[src/rtl/i2c_target.sv]
// ---------------------------------------------------------------------------
// i2c_target
// I2C target (slave) responder with a byte-wide register file, accessed by an
// external controller through 7-bit-address transactions and an
// auto-incrementing register pointer. A local registered read port and a
// per-byte write notification serve the surrounding logic.
//
// Parameters:
//   ADDR     7-bit target address
//   REGS     number of 8-bit registers (power of two, 2..256), PW = $clog2(REGS)
//   STRETCH  SCL low-hold length in pclk cycles (clock-stretch build only)
//
// Ports:
//   pclk, preset            clock, asynchronous active-high reset
//   i2c_scl_i / _o / _e     SCL level in, drive value (0), pull-low enable
//   i2c_sda_i / _o / _e     SDA level in, drive value (0), pull-low enable
//   loc_addr / loc_rdata    local read index, registered read data
//   wr_pulse / wr_idx       one-cycle pulse per committed byte, index written
//   busy                    addressed, until STOP or non-matching repeated START
//
// Build option: define I2C_TARGET_STRETCH_EN to hold SCL low for STRETCH
// cycles after every ACK/NACK bit while the transaction is still live.
// ---------------------------------------------------------------------------
module i2c_target #(
    parameter logic [6:0]  ADDR    = 7'h50,
    parameter int unsigned REGS    = 16,
    parameter int unsigned STRETCH = 8,
    localparam int unsigned PW     = $clog2(REGS)
) (
    input  logic          pclk,
    input  logic          preset,
    input  logic          i2c_scl_i,
    output logic          i2c_scl_o,
    output logic          i2c_scl_e,
    input  logic          i2c_sda_i,
    output logic          i2c_sda_o,
    output logic          i2c_sda_e,
    input  logic [PW-1:0] loc_addr,
    output logic [7:0]    loc_rdata,
    output logic          wr_pulse,
    output logic [PW-1:0] wr_idx,
    output logic          busy
);

    if ((REGS < 2) || (REGS > 256) || ((REGS & (REGS - 1)) != 0) || (STRETCH < 1)) begin : g_bad_cfg
        $error("i2c_target: unsupported REGS/STRETCH configuration");
    end

    typedef enum logic [3:0] {
        S_IDLE, S_ADDR, S_ADDR_ACK, S_PTR, S_PTR_ACK,
        S_WDATA, S_WDATA_ACK, S_RDATA, S_RACK, S_IGNORE
    } state_t;

    // [0] first sync stage, [1] synchronized level, [2] previous level
    logic [2:0]    scl_sync_q, scl_sync_d;
    logic [2:0]    sda_sync_q, sda_sync_d;

    state_t        state_q, state_d;
    logic [2:0]    cnt_q, cnt_d;
    logic [7:0]    sh_q, sh_d;
    logic [PW-1:0] ptr_q, ptr_d;
    logic [7:0]    regs_q [REGS];
    logic [7:0]    regs_d [REGS];
    logic          sda_e_q, sda_e_d;
    logic          busy_q, busy_d;
    logic          wr_pulse_q, wr_pulse_d;
    logic [PW-1:0] wr_idx_q, wr_idx_d;
    logic [7:0]    loc_rdata_q, loc_rdata_d;

    logic          scl_s, sda_s;
    logic          scl_rise, scl_fall;
    logic          start_ev, stop_ev;
    logic          hold;
    logic [7:0]    byte_in;
    logic          last_bit;
    logic [PW-1:0] ptr_inc;

    assign scl_sync_d = {scl_sync_q[1:0], i2c_scl_i};
    assign sda_sync_d = {sda_sync_q[1:0], i2c_sda_i};
    assign scl_s      = scl_sync_q[1];
    assign sda_s      = sda_sync_q[1];

    // SCL edges are masked while this target is itself holding SCL low.
    assign scl_rise = scl_s & ~scl_sync_q[2] & ~hold;
    assign scl_fall = ~scl_s & scl_sync_q[2] & ~hold;
    assign start_ev = ~sda_s & sda_sync_q[2] & scl_s;
    assign stop_ev  = sda_s & ~sda_sync_q[2] & scl_s;

    assign byte_in  = {sh_q[6:0], sda_s};
    assign last_bit = (cnt_q == 3'd7);
    assign ptr_inc  = ptr_q + 1'b1;

    always_comb begin
        state_d     = state_q;
        cnt_d       = cnt_q;
        sh_d        = sh_q;
        ptr_d       = ptr_q;
        regs_d      = regs_q;
        sda_e_d     = sda_e_q;
        busy_d      = busy_q;
        wr_pulse_d  = 1'b0;
        wr_idx_d    = wr_idx_q;
        loc_rdata_d = regs_q[loc_addr];

        // Bits are sampled, and byte/ACK decisions taken, on SCL rise.
        if (scl_rise) begin
            case (state_q)
                S_ADDR: begin
                    sh_d  = byte_in;
                    cnt_d = cnt_q + 3'd1;
                    if (last_bit) begin
                        if (byte_in[7:1] == ADDR) begin
                            state_d = S_ADDR_ACK;
                            busy_d  = 1'b1;
                        end else begin
                            state_d = S_IGNORE;
                            busy_d  = 1'b0;
                        end
                    end
                end
                S_ADDR_ACK: begin
                    cnt_d = '0;
                    if (sh_q[0]) begin
                        sh_d    = regs_q[ptr_q];
                        state_d = S_RDATA;
                    end else begin
                        state_d = S_PTR;
                    end
                end
                S_PTR: begin
                    sh_d  = byte_in;
                    cnt_d = cnt_q + 3'd1;
                    if (last_bit) begin
                        if ({1'b0, byte_in} < 9'(REGS)) begin
                            ptr_d   = byte_in[PW-1:0];
                            state_d = S_PTR_ACK;
                        end else begin
                            state_d = S_IGNORE;
                        end
                    end
                end
                S_PTR_ACK: begin
                    cnt_d   = '0;
                    state_d = S_WDATA;
                end
                S_WDATA: begin
                    sh_d  = byte_in;
                    cnt_d = cnt_q + 3'd1;
                    if (last_bit) begin
                        state_d = S_WDATA_ACK;
                    end
                end
                S_WDATA_ACK: begin
                    regs_d[ptr_q] = sh_q;
                    wr_pulse_d    = 1'b1;
                    wr_idx_d      = ptr_q;
                    ptr_d         = ptr_inc;
                    cnt_d         = '0;
                    state_d       = S_WDATA;
                end
                S_RDATA: begin
                    sh_d  = {sh_q[6:0], 1'b0};
                    cnt_d = cnt_q + 3'd1;
                    if (last_bit) begin
                        state_d = S_RACK;
                    end
                end
                S_RACK: begin
                    // The pointer advances past every byte sent, ACKed or not.
                    ptr_d = ptr_inc;
                    cnt_d = '0;
                    if (!sda_s) begin
                        sh_d    = regs_q[ptr_inc];
                        state_d = S_RDATA;
                    end else begin
                        state_d = S_IGNORE;
                    end
                end
                default: ;
            endcase
        end

        // SDA drive only changes while SCL is low.
        if (scl_fall) begin
            case (state_q)
                S_ADDR_ACK, S_PTR_ACK, S_WDATA_ACK: sda_e_d = 1'b1;
                S_RDATA:                            sda_e_d = ~sh_q[7];
                default:                            sda_e_d = 1'b0;
            endcase
        end

        // Bus conditions override the state but not a byte commit above.
        if (start_ev) begin
            state_d = S_ADDR;
            cnt_d   = '0;
            sh_d    = '0;
            sda_e_d = 1'b0;
        end
        if (stop_ev) begin
            state_d = S_IDLE;
            sda_e_d = 1'b0;
            busy_d  = 1'b0;
        end
    end

`ifdef I2C_TARGET_STRETCH_EN
    localparam int unsigned SW = $clog2(STRETCH + 1);

    logic          ack9_q, ack9_d;
    logic          scl_e_q, scl_e_d;
    logic [SW-1:0] str_cnt_q, str_cnt_d;

    assign hold      = scl_e_q;
    assign i2c_scl_e = scl_e_q;

    // ack9 marks that the ACK/NACK bit has been clocked; the following SCL
    // fall ends bit 9 and starts the hold.
    always_comb begin
        ack9_d    = ack9_q;
        scl_e_d   = scl_e_q;
        str_cnt_d = str_cnt_q;
        if (start_ev || stop_ev) begin
            ack9_d = 1'b0;
        end else if (scl_rise && (state_q inside {S_ADDR_ACK, S_PTR_ACK, S_WDATA_ACK, S_RACK})) begin
            ack9_d = 1'b1;
        end else if (scl_fall && ack9_q) begin
            ack9_d = 1'b0;
            if (!(state_q inside {S_IDLE, S_IGNORE})) begin
                scl_e_d   = 1'b1;
                str_cnt_d = SW'(STRETCH - 1);
            end
        end
        if (scl_e_q) begin
            if (str_cnt_q == '0) begin
                scl_e_d = 1'b0;
            end else begin
                str_cnt_d = str_cnt_q - 1'b1;
            end
        end
    end

    always_ff @(posedge pclk or posedge preset) begin
        if (preset) begin
            ack9_q    <= 1'b0;
            scl_e_q   <= 1'b0;
            str_cnt_q <= '0;
        end else begin
            ack9_q    <= ack9_d;
            scl_e_q   <= scl_e_d;
            str_cnt_q <= str_cnt_d;
        end
    end
`else
    assign hold      = 1'b0;
    assign i2c_scl_e = 1'b0;
`endif

    always_ff @(posedge pclk or posedge preset) begin
        if (preset) begin
            scl_sync_q  <= '1;
            sda_sync_q  <= '1;
            state_q     <= S_IDLE;
            cnt_q       <= '0;
            sh_q        <= '0;
            ptr_q       <= '0;
            sda_e_q     <= 1'b0;
            busy_q      <= 1'b0;
            wr_pulse_q  <= 1'b0;
            wr_idx_q    <= '0;
            loc_rdata_q <= '0;
            for (int unsigned i = 0; i < REGS; i++) begin
                regs_q[i] <= '0;
            end
        end else begin
            scl_sync_q  <= scl_sync_d;
            sda_sync_q  <= sda_sync_d;
            state_q     <= state_d;
            cnt_q       <= cnt_d;
            sh_q        <= sh_d;
            ptr_q       <= ptr_d;
            sda_e_q     <= sda_e_d;
            busy_q      <= busy_d;
            wr_pulse_q  <= wr_pulse_d;
            wr_idx_q    <= wr_idx_d;
            loc_rdata_q <= loc_rdata_d;
            regs_q      <= regs_d;
        end
    end

    assign i2c_scl_o = 1'b0;
    assign i2c_sda_o = 1'b0;
    assign i2c_sda_e = sda_e_q;
    assign loc_rdata = loc_rdata_q;
    assign wr_pulse  = wr_pulse_q;
    assign wr_idx    = wr_idx_q;
    assign busy      = busy_q;

endmodule
[config.mk]
export PLATFORM = sky130hd
export DESIGN_NAME = i2c_target
export DESIGN_NICKNAME = d
export VERILOG_FILES = /design/src/rtl/i2c_target.sv
export SDC_FILE = /design/constraint.sdc
export NUM_CORES = 1
export LEC_CHECK = 0
export CAP_MARGIN = 20
export CORE_MARGIN = 8
export CORE_UTILIZATION = 40
export DETAILED_ROUTE_END_ITERATION = 10
export GPL_TIMING_DRIVEN = 0
export PLACE_DENSITY = 0.53
export SKIP_LAST_GASP = 1
export SLEW_MARGIN = 20
export SYNTH_ARGS = -nofsm -noshare
export SYNTH_HDL_FRONTEND = slang
export SYNTH_SLANG_ARGS = --single-unit
[constraint.sdc]
create_clock -name pclk -period 6.18 [get_ports pclk]
set_input_delay 0.927 -clock pclk [delete_from_list [all_inputs] [get_ports pclk]]
set_output_delay 0.927 -clock pclk [all_outputs]
set_load 0.1 [all_outputs]
==> results.yml <==
global_routing:
  antenna_found_initial: 0
  grt_pass1_vias: 7150
  grt_use_total: 0.209
  grt_pass1_wl_mm: 47.8
  grt_start_max_net_pins: 89
  gr-total-overflow: 0
final_layout:
  area_delta_synth_final_pct: 12.1
  layout_commonest_cell: "dfrtp_1"
  seqCellArea_um2: 4210
  fin_nets: 789
  multi_input_area_um2: 5580
  fillers: 2293
  fin_area_um2: 11400
  layout_common_cells: "dfrtp_1, mux2_2, mux4_2, nand2_1, buf_2"
  drive_above_1_share: 0.443
  antenna_cells: 0
clock_network:
  clkTransAtPathRegs_ns: 0.07
  h-tree-depth: 4
  postCtsHoldBufs: 0
  numCtsBuffers: 17
  cts_root_buffer: "clkbuf_16"
  tritoncts: "yes"
  clock_latency_ns: 0.44
  cts-resized-gates: 0
  numClockSinks: 168
  post_cts_buffers: 0
  clockBufferDepth: 2
placement:
  io_buffers: 18
  placed_cell_area_um2: 10800
  gp_congestion: 0.905
  dp_hpwl_mm: 22.3
critical_path:
  cp_top_family: "buffers and inverters"
  crit_chain: "buf_2 -> buf_2 -> buf_2 -> inv_1 -> ha_1 -> buf_4 -> buf_4 -> buf_2 -> mux4_2 -> mux2i_1 -> a32o_1 -> o21ai_1"
  criticalPathCategory: "reg2reg"
  critPathMaxStageDelay_ns: 0.40
  crit_arrival_ns: 4.13
  r2r_cells: 12
  worst_path_max_delay_cell: "buf_2"
  start_kind: "flip-flop"
  critPathBufInv: 7
  end_kind: "flip-flop"
  path_max_fanout: 10
  cp.depth: 12
  cpMostUsedCell: "buf_2"
  required_ns: 6.48
yosys:
  syn-instance-count: 735
  synth_cell_types: 64
  async_flop_share: 1.00
  synth_top_cell_by_area: "dfrtp_1"
  synth_area_leaders: "dfrtp_1, mux4_2, mux2_2, nand2_1, dfstp_2"
  synth_seq_area_share: 0.415
  syn_area_um2: 10200
  synth_seq_cells: 168
  synth-edff-count: 0
  ys.flop_type: "dfrtp_1"
  yosysTopAreaCellShare: 0.399
  yosysWarningCount: 0
  postSynthAreaPerCell_um2: 13.8
timing:
  rsz0062_at_grt: "no"
  whs_ns: 0.358
  relSlewSlack: 0.316
  fin_skew_ns: 0.0136
  fin_crit_sh: 0.620
  hold_viol_final: 0
  slew_viol_final: 0
  fmax_ghz: 0.261
  period_needed_ns: 3.83
  worstMarginPinSlew_ns: 1.02
  finalSetupViolCount: 0
route:
  num_vias: 7028
  drc: 0
  wl_mm: 31.6
  viasPerCell: 6.29
  first_pass_iters: 5
  drt-initial-drc-count: 806
  postRouteAntennaNets: 0
  avgRoutedWirePerCell_um: 28.3
floorplan:
  core_um2: 25000
  start_util: 0.406
  dieHeight_um: 175
  io_pins: 26
  dieArea_um2: 30800
  rows: 58
  die_x_um: 175
power_and_ir_drop:
  power.switching_mw: 1.65
  p_int_mw: 2.25
  netSwitchingFraction: 0.423
  comb_power_share: 0.408
  leakage_nw: 4.91
  clkPwrFrac: 0.279
  power_density_nw_per_um2: 342
  seqPwrFrac: 0.313
  vdd_drop_max_v: 0.000177
worst_hold_path:
  hold_path.class: "reg2reg"
  hold_depth: 0
outcome:
  status: "completed"
flow_run:
  cap_violations: 0
[power by group through the flow]
| stage | sequential [mW] | clock (mW) | combinational (mW) |
|---|---|---|---|
| final | 1.22 | 1.09 | 1.59 |
| after global routing | 1.23 | 1.14 | 1.67 |
| after floorplan | 1.25 | 0 | 1.06 |
| after CTS | 1.22 | 1.10 | 1.58 |
| after detailed placement | 1.24 | 0 | 1.57 |
| after global placement | 1.24 | 0 | 1.54 |
[routing by layer]
layer	up-vias	GRT usage	routed length, um
met5	-	0	0
met4	0	0.0618	652
met3	52	0.0432	2170
met2	298	0.337	15400
met1	3755	0.282	13400
li1	2923	-	-
[cell type report]
class,instances,area share
plain buffers,68,0.0301
clock buffers,18,0.0377
clock inverters,14,0.0137
inverters,11,0.00429
multi-input cells,490,0.490
flip-flops and latches,168,0.370
well taps,330,0.0363
repair buffers,19,0.0182
[Yosys cell counts, drive strengths merged, types with 3 or more instances]
cell and number:
or4 3, and3b 3, ha 6, nand4 12
inv 11, nand2 51, a221oi 4, o21ai 15
dfrtp 162, mux4 97, o211ai 6, nor3 6
a32o 6, nor2b 9, mux2 150, o22ai 4
a21oi 15, nor2 21, nand2b 4, a22oi 14
buf 45, dfstp 6, nand3 17, mux2i 13
clkbuf 23
[cell families (layout without fill, tap and decap cells)]
family                     after synthesis  count (layout)  synth area share
DFF                                    168             168             0.415
AOI/OAI and AO/OA                       80              80            0.0549
muxes                                  260             260             0.394
and+or+nand+nor                        138             138            0.0874
buffers and inverters                   79             130            0.0378
xor gates and xnor gates                 3               3           0.00333
other                                    1               3          0.000369
adders and majority gates                6               6           0.00739
[registers in the layout (all words and copies together) (netlist names)]
register and count:
state_q 4, loc_rdata 8, wr_idx 4, sh_q 8, scl_sync_q 3, busy 1, sda_sync_q 3, i2c_sda_e 1
ptr_q 4, regs_q 128, wr_pulse 1, cnt_q 3
[path summary, 6_finish.rpt]
check	startpoint	endpoint	slack, ns
max in group asynchronous	preset	regs_q[63]	4.34
hold / removal	sda_sync_q[0]	sda_sync_q[1]	0.36
setup reg to reg	ptr_q[0]	sh_q[6]	2.35
min in group asynchronous	preset	state_q[3]	1.00
hold reg to reg	sda_sync_q[0]	sda_sync_q[1]	0.36
setup / recovery	ptr_q[0]	sh_q[6]	2.35
[per-stage QoR]
stage               std cells  power, mW  TNS [ns]  utilization  setup WS (ns)
floorplan                 737       2.31         0            -          0.716
global placement         1085       2.78   -233.23        0.430          -1.45
detailed placement       1086       2.81         0        0.431           2.43
CTS                      1118       3.90         0        0.455           2.38
global route             1118       4.05         0        0.455           2.18
finish                   1118       3.90         0        0.455           2.35
Power figures use the tool's default switching activity.
